File: src/rtl/axi_stream_hdr_pkg.sv
`default_nettype none
// ============================================================================
// Module      : axi_stream_hdr_pkg
// Description : Shared types and helpers for the AXI-Stream header arbiter.
//               Holds the arbiter state encoding and the grant-index width
//               helper.
// Revision    : 1.0 - initial release
// ============================================================================
package axi_stream_hdr_pkg;

    // Arbiter states, explicit 2-bit encoding
    typedef enum logic [1:0] {
        IDLE     = 2'd0,
        SEND     = 2'd1,
        WAIT_EOP = 2'd2
    } hdr_state_e;

    // Index width that never collapses to zero bits (NUM_REQ=1 still
    // gets a 1-bit grant index).
    function automatic int clog2_min1(input int n);
        int w;
        w = $clog2(n);
        return (w < 1) ? 1 : w;
    endfunction

endpackage
`default_nettype wire

File: src/rtl/axi_stream_header_arbiter_picker.sv
`default_nettype none
// ============================================================================
// Module      : hdr_rr_picker
// Description : Combinational rotating-priority one-hot selector. The first
//               asserted request at or above rr_ptr wins; if none, the search
//               wraps to the lowest asserted request.
// Ports       : req    - request vector
//               rr_ptr - index with highest priority this cycle
//               onehot - one-hot winner (zero when no request)
//               index  - binary winner index (zero when no request)
//               any    - at least one request asserted
// Revision    : 1.0 - initial release
// ============================================================================
module hdr_rr_picker
    import axi_stream_hdr_pkg::*;
#(
    parameter int NUM_REQ = 4,
    parameter int IDX_WD  = clog2_min1(NUM_REQ)
) (
    input  logic [NUM_REQ-1:0] req,
    input  logic [IDX_WD-1:0]  rr_ptr,
    output logic [NUM_REQ-1:0] onehot,
    output logic [IDX_WD-1:0]  index,
    output logic               any
);

    logic [NUM_REQ-1:0] w_masked;
    logic [NUM_REQ-1:0] w_sel;

    always_comb begin
        w_masked = '0;
        for (int i = 0; i < NUM_REQ; i++) begin
            w_masked[i] = req[i] && (i >= int'(rr_ptr));
        end
        // Requests at/above the pointer take precedence; otherwise wrap.
        w_sel  = (|w_masked) ? w_masked : req;
        onehot = '0;
        index  = '0;
        // Descending scan so the lowest set bit of w_sel is the survivor.
        for (int i = NUM_REQ - 1; i >= 0; i--) begin
            if (w_sel[i]) begin
                onehot    = '0;
                onehot[i] = 1'b1;
                index     = IDX_WD'(i);
            end
        end
        any = |req;
    end

endmodule
`default_nettype wire

File: src/rtl/axi_stream_header_arbiter.sv
`default_nettype none
// ============================================================================
// Module      : axi_stream_header_arbiter
// Description : Shares the header port of an AXI-Stream header inserter among
//               NUM_REQ requesters. One header is granted per packet; the
//               grant stays locked until the inserter output completes the
//               packet (tlast handshake on the monitor tap).
// Ports       : s_hdr_*  - packed requester header streams (in), tready (out)
//               m_hdr_*  - registered header stream to the inserter
//               mon_*    - tap of the inserter m_axis handshake and tlast
//               grant_id - index of the current or most recent grant
//               busy     - header pending or packet in flight
//               pkt_cnt  - completed-packet count, wraps
// Options     : HDR_ARB_FIXED_PRIO_EN - fixed priority (lowest index wins),
//               no round-robin pointer. Undefined: round-robin.
// Revision    : 1.0 - initial release
// ============================================================================
module axi_stream_header_arbiter
    import axi_stream_hdr_pkg::*;
#(
    parameter int   DATA_WD      = 32,
    parameter int   DATA_BYTE_WD = DATA_WD / 8,
    parameter int   NUM_REQ      = 4,
    parameter int   CNT_WD       = 16,
    localparam int  IDX_WD       = clog2_min1(NUM_REQ)
) (
    input  logic                            clk,
    input  logic                            rst,
    input  logic [NUM_REQ-1:0]              s_hdr_tvalid,
    input  logic [NUM_REQ*DATA_WD-1:0]      s_hdr_tdata,
    input  logic [NUM_REQ*DATA_BYTE_WD-1:0] s_hdr_tkeep,
    output logic [NUM_REQ-1:0]              s_hdr_tready,
    output logic                            m_hdr_tvalid,
    output logic [DATA_WD-1:0]              m_hdr_tdata,
    output logic [DATA_BYTE_WD-1:0]         m_hdr_tkeep,
    input  logic                            m_hdr_tready,
    input  logic                            mon_tvalid,
    input  logic                            mon_tready,
    input  logic                            mon_tlast,
    output logic [IDX_WD-1:0]               grant_id,
    output logic                            busy,
    output logic [CNT_WD-1:0]               pkt_cnt
);

    hdr_state_e              r_state;
    logic                    r_m_valid;
    logic [DATA_WD-1:0]      r_m_data;
    logic [DATA_BYTE_WD-1:0] r_m_keep;
    logic [IDX_WD-1:0]       r_grant_id;
    logic                    r_busy;
    logic [CNT_WD-1:0]       r_pkt_cnt;

    logic [IDX_WD-1:0]       w_rr_ptr;
    logic [NUM_REQ-1:0]      w_onehot;
    logic [IDX_WD-1:0]       w_idx;
    logic                    w_any;
    logic                    w_pop;
    logic                    w_eop;
    logic [DATA_WD-1:0]      w_sel_data;
    logic [DATA_BYTE_WD-1:0] w_sel_keep;

    hdr_rr_picker #(
        .NUM_REQ (NUM_REQ),
        .IDX_WD  (IDX_WD)
    ) u_picker (
        .req     (s_hdr_tvalid),
        .rr_ptr  (w_rr_ptr),
        .onehot  (w_onehot),
        .index   (w_idx),
        .any     (w_any)
    );

    assign w_pop = (r_state == IDLE) && w_any;
    assign w_eop = mon_tvalid && mon_tready && mon_tlast;

    // Ready is only offered in IDLE, and only to the winner.
    assign s_hdr_tready = (r_state == IDLE) ? w_onehot : '0;

    always_comb begin
        w_sel_data = '0;
        w_sel_keep = '0;
        for (int i = 0; i < NUM_REQ; i++) begin
            if (w_onehot[i]) begin
                w_sel_data = s_hdr_tdata[i*DATA_WD +: DATA_WD];
                w_sel_keep = s_hdr_tkeep[i*DATA_BYTE_WD +: DATA_BYTE_WD];
            end
        end
    end

`ifdef HDR_ARB_FIXED_PRIO_EN
    assign w_rr_ptr = '0;
`else
    logic [IDX_WD-1:0] r_rr_ptr;

    always_ff @(posedge clk or posedge rst) begin
        if (rst) begin
            r_rr_ptr <= '0;
        end else if (w_pop) begin
            // Priority moves to the requester just after the winner.
            if (int'(w_idx) == NUM_REQ - 1) begin
                r_rr_ptr <= '0;
            end else begin
                r_rr_ptr <= w_idx + 1'b1;
            end
        end
    end

    assign w_rr_ptr = r_rr_ptr;
`endif

    always_ff @(posedge clk or posedge rst) begin
        if (rst) begin
            r_state    <= IDLE;
            r_m_valid  <= 1'b0;
            r_m_data   <= '0;
            r_m_keep   <= '0;
            r_grant_id <= '0;
            r_busy     <= 1'b0;
            r_pkt_cnt  <= '0;
        end else begin
            case (r_state)
                IDLE: begin
                    if (w_pop) begin
                        r_m_data   <= w_sel_data;
                        r_m_keep   <= w_sel_keep;
                        r_grant_id <= w_idx;
                        r_m_valid  <= 1'b1;
                        r_busy     <= 1'b1;
                        r_state    <= SEND;
                    end
                end
                SEND: begin
                    // Monitor activity here is ignored, even a coincident tlast.
                    if (m_hdr_tready) begin
                        r_m_valid <= 1'b0;
                        r_state   <= WAIT_EOP;
                    end
                end
                WAIT_EOP: begin
                    if (w_eop) begin
                        r_pkt_cnt <= r_pkt_cnt + 1'b1;
                        r_busy    <= 1'b0;
                        r_state   <= IDLE;
                    end
                end
                default: begin
                    r_m_valid <= 1'b0;
                    r_busy    <= 1'b0;
                    r_state   <= IDLE;
                end
            endcase
        end
    end

    assign m_hdr_tvalid = r_m_valid;
    assign m_hdr_tdata  = r_m_data;
    assign m_hdr_tkeep  = r_m_keep;
    assign grant_id     = r_grant_id;
    assign busy         = r_busy;
    assign pkt_cnt      = r_pkt_cnt;

endmodule
`default_nettype wire

File: config.mk
export PLATFORM = sky130hd
export DESIGN_NAME = axi_stream_header_arbiter
export DESIGN_NICKNAME = d
export VERILOG_FILES = /design/src/rtl/axi_stream_hdr_pkg.sv /design/src/rtl/axi_stream_header_arbiter_picker.sv /design/src/rtl/axi_stream_header_arbiter.sv
export SDC_FILE = /design/constraint.sdc
export NUM_CORES = 1
export LEC_CHECK = 0
export ABC_AREA = 0
export CORE_MARGIN = 10
export CORE_UTILIZATION = 40
export DETAILED_ROUTE_END_ITERATION = 8
export PLACE_DENSITY = 0.84
export SLEW_MARGIN = 10
export SYNTH_ARGS = -nofsm -noshare
export SYNTH_HDL_FRONTEND = slang
export SYNTH_SLANG_ARGS = --single-unit
File: constraint.sdc
create_clock -name clk -period 3.5 [get_ports clk]
set_input_delay 0.7 -clock clk [delete_from_list [all_inputs] [get_ports clk]]
set_output_delay 0.7 -clock clk [all_outputs]
set_load 0.01 [all_outputs]
==> impl_metrics.tcl, run 1 <==
set metrics [dict create \
    crit_path_max_incr_delay_ns 0.69 \
    gp_congestion 0.8988 \
    route.detailed.drc 0 \
    place.detailed.hpwl_um 11200 \
    critPathBufInv 2 \
    timing.critical_path.max_delay_family "buffers and inverters" \
    grt_max_degree 37 \
    critical_path.slowest_cell "sky130_fd_sc_hd__clkdlybuf4s50_1" \
    placedCellCount 676 \
    detail_route.wl_per_cell_um 21.24 \
    worstSetupStartpointType "input port" \
    grt-busiest-layer "met2" \
    clock_tree.root_cell "sky130_fd_sc_hd__clkbuf_8" \
    floorplan.core_area_um2 8636 \
    cellLeakagePower_nw 2.375 \
    clk_path_buf_depth 2 \
    final_antenna_net_count 0 \
    max_clock_freq_ghz 0.3087 \
    grt.overflow.total 0 \
    fp.dieArea_um2 12940 \
    placement_rows 34 \
    worst-setup-path-type "in -> out" \
    clock_tree.htree_level_count 3 \
    synthAdderAreaFrac_pct 0.3560 \
    area_delta_synth_final_pct 70.45 \
    ys_warn_count 0 \
    critical_path_arrival_ns 2.54 \
    avgViaCountPerCell 5.728 \
    global_route.usage.met3_pct 9.396 \
    synth_cells 375 \
    yosys.area.top_type "sky130_fd_sc_hd__dfrtp_1" \
    dp_worst_setup_slack_ns 0.2514 \
    ys_async_sr_fraction_pct 100.0 \
    vias 3964 \
    yosys.area_share.xor_xnor_pct 3.738 \
    final_critical_path_setup_slack_ns 0.2608 \
    grt_usage_pct 21.48 \
    worst_setup_path_end_kind "primary output" \
    path_max_fanout 9 \
    grt_first_pass_wirelength_um 22350 \
    synth_top_flop_cell "sky130_fd_sc_hd__dfrtp_1" \
    worstHoldPathType "reg -> reg" \
    netlist_top_cells_area "sky130_fd_sc_hd__dfrtp_1 (43%), sky130_fd_sc_hd__a221oi_1 (8.0%), sky130_fd_sc_hd__o31ai_1 (6.0%)" \
    cts-buffers-inserted 9 \
    timing_max_transition_violations_final 0 \
    finalWorstPathRequiredPeriod_ns 3.239 \
    grt_use_met2_pct 35.74 \
    postCtsSetupRepairBufs 0 \
    critical_path.cell_chain "clkdlybuf4s50_1 > nand2b_1 > a211o_1 > nand2_1 > nor2_1 > clkdlybuf4s50_1" \
    antenna_cells 0 \
    detailedRoute.firstIterationViolations 243 \
    floorplan.die.height_um 113.7 \
    setup_violations 0 \
    max-vdd-ir-drop_uv 258.1 \
    timing_worst_slew_pin_value_ns 0.6518 \
    initial_utilization_pct 40.70 \
    final_skew_ns 0.005721 \
    synth_compound_area_share_pct 29.58 \
    gr-usage-met1_pct 23.55 \
    period_share_pct 92.55 \
    synth_most_common_cell "sky130_fd_sc_hd__dfrtp_1" \
    number_of_buffers_added_on_ports 213 \
    post_synth_and_or_nand_nor_area_fraction_pct 17.41 \
    cts_clock_pin_slew_for_the_worst_setup_and_hold_paths_ns 0.07 \
    register_bit_count_reported_by_yosys 60 \
    ys_types 46 \
    die-width_um 113.7 \
    ios 214 \
    cts.repair.resized 0 \
    data_required_time_of_the_critical_path_ns 2.80 \
    status "completed" \
    yosysSeqAreaShare_pct 42.72 \
    antenna_found_initial 0 \
    fin_nets 734 \
    pwr_density_cell_nw_per_um2 675.4 \
    finish.cell_count_without_fillers 692 \
    synthTopCellsByCount "sky130_fd_sc_hd__dfrtp_1 (60), sky130_fd_sc_hd__nor2_1 (45), sky130_fd_sc_hd__a221oi_1 (32), sky130_fd_sc_hd__a31oi_1 (29), sky130_fd_sc_hd__o31ai_1 (28)" \
    fin_tns_setup_ns 0 \
    maxSlewHeadroom_pct 56.48 \
    synth.top_cell.area_share_pct 42.72 \
    timing.max_cap.violations 0 \
    grt_pass1_vias 4234 \
    synth_area_um2 3515 \
    worst_skew_pair_latency_ns 0.33 \
    cts.sinks 60 \
    synth.avg_cell_area_um2 9.372 \
    rsz0062_at_grt "no" \
    detail_route.wirelength_um 14700 \
    drt_first_pass_iters 6 \
    drive_gt1_share_pct 8.219 \
    synthMuxAreaShare_pct 0.3204 \
    cts_hold_buffers 0 \
    tritoncts "yes" \
    worst_hold_slack_ns 0.4817 \
    mappedNetlistNets 530 \
    synth_top_family_by_area "compound AO/OA/AOI/OAI gates" \
    path_common_cell "sky130_fd_sc_hd__clkdlybuf4s50_1" \
    synth_edf_count 0 \
    final_report_hold_violation_count 0 \
]
-- flip-flops by register name, indices dropped and copies added (netlist names) --
name / flops
grant_id: 2
busy: 1
r_state: 2
m_hdr_tvalid: 1
m_hdr_tkeep: 4
r_rr_ptr: 2
pkt_cnt: 16
m_hdr_tdata: 32
-- cells by family (layout without fill, tap and decap cells) --
logic type,count (synthesis),after routing
multiplexers,1,1
flip-flops,60,60
adder cells (fa/ha/maj),1,1
XOR/XNOR,15,15
buffers and inverters,41,250
AND/OR/NAND/NOR,117,117
AO/OA/AOI/OAI,140,140
-- final timing paths --
kind | slack, ns | from | cells past startpoint | endpoint
min reg2reg | 0.48 | pkt_cnt[15]$_DFFE_PP0P_ | 1 | pkt_cnt[15]$_DFFE_PP0P_
min in group asynchronous | 0.78 | rst | 2 | pkt_cnt[1]$_DFFE_PP0P_
max | 0.26 | s_hdr_tvalid[0] | 6 | s_hdr_tready[2]
max reg2reg | 1.22 | r_rr_ptr[1]$_DFFE_PP0P_ | 6 | m_hdr_tdata[3]$_DFFE_PP0P_
min | 0.48 | pkt_cnt[15]$_DFFE_PP0P_ | 1 | pkt_cnt[15]$_DFFE_PP0P_
max in group asynchronous | 2.11 | rst | 3 | pkt_cnt[8]$_DFFE_PP0P_
-- routing by layer --
layer  part of all wire, %  routed length [um]
met1                    37                5508
met2                    48                7015
met3                    12                1763
met4                   2.8                 410
met5                     0                   0
-- stage by stage --
stage               util, %  cell area [um2]  power [W]
floorplan                 -             3515   0.002314
global placement      66.88             5776   0.003317
detailed placement    66.88             5776   0.003377
CTS                   69.37             5991   0.004079
global route          69.37             5991   0.004315
finish                69.37             5991   0.004046
-- worst register-to-register path: stages, from the launching register on --
cell	delay [ns]
sky130_fd_sc_hd__dfrtp_1	0.59
sky130_fd_sc_hd__nor2b_1	0.22
sky130_fd_sc_hd__a211o_1	0.14
sky130_fd_sc_hd__and2_1	0.45
sky130_fd_sc_hd__buf_4	0.41
sky130_fd_sc_hd__a221oi_1	0.11
sky130_fd_sc_hd__o31ai_1	0.26
-- layout by cell type (no fill, tap or decap), drive strengths merged, types with 3 or more instances in the layout --
cell and count:
a21oi 21, a221oi 37, a31oi 29, and2 29, and3 4, and4 3
buf 16, clkbuf 9, clkdlybuf4s50 213, clkinv 4, dfrtp 60, inv 5
nand2 10, nand2b 3, nand3 5, nor2 46, nor2b 4, nor3 4
nor3b 3, o21ai 9, o2bb2ai 8, o31ai 28, xnor2 11, xor2 4
-- power breakdown --
part	internal, W	switching (W)
Clock	0.000398	0.000282
Sequential	0.000949	0.000189
Combinational	0.00109	0.00114
Total	0.00244	0.00161
-- layout make-up --
type                    count  area (um2)
fillers                   658        2645
repair buffers            229        2290
multi-input cells         274        1831
flip-flops and latches     60        1501
well taps                 108       135.1
clock buffers               9       123.9
clock inverters             7       91.34
inverters                   5       18.77
(Power assumes the default switching activity.)
==> run 2, diff against run 1 <==
--- a/config.mk
+++ b/config.mk
@@ -9,6 +9,7 @@
 export CORE_MARGIN = 10
 export CORE_UTILIZATION = 40
 export DETAILED_ROUTE_END_ITERATION = 8
+export HOLD_SLACK_MARGIN = 0.08
 export PLACE_DENSITY = 0.84
 export SLEW_MARGIN = 10
 export SYNTH_ARGS = -nofsm -noshare
==> results of run 2 <==
The final DEF is identical to that of run 1; final timing and power are the same.
==> run 3, diff against run 2 <==
--- a/config.mk
+++ b/config.mk
@@ -8,9 +8,11 @@
 export ABC_AREA = 0
 export CORE_MARGIN = 10
 export CORE_UTILIZATION = 40
+export CTS_CLUSTER_DIAMETER = 120
 export DETAILED_ROUTE_END_ITERATION = 8
 export HOLD_SLACK_MARGIN = 0.08
 export PLACE_DENSITY = 0.84
+export SETUP_SLACK_MARGIN = 0.02
 export SLEW_MARGIN = 10
 export SYNTH_ARGS = -nofsm -noshare
 export SYNTH_HDL_FRONTEND = slang
==> results of run 3 <==
The final DEF is identical to that of run 1; final timing and power are the same.
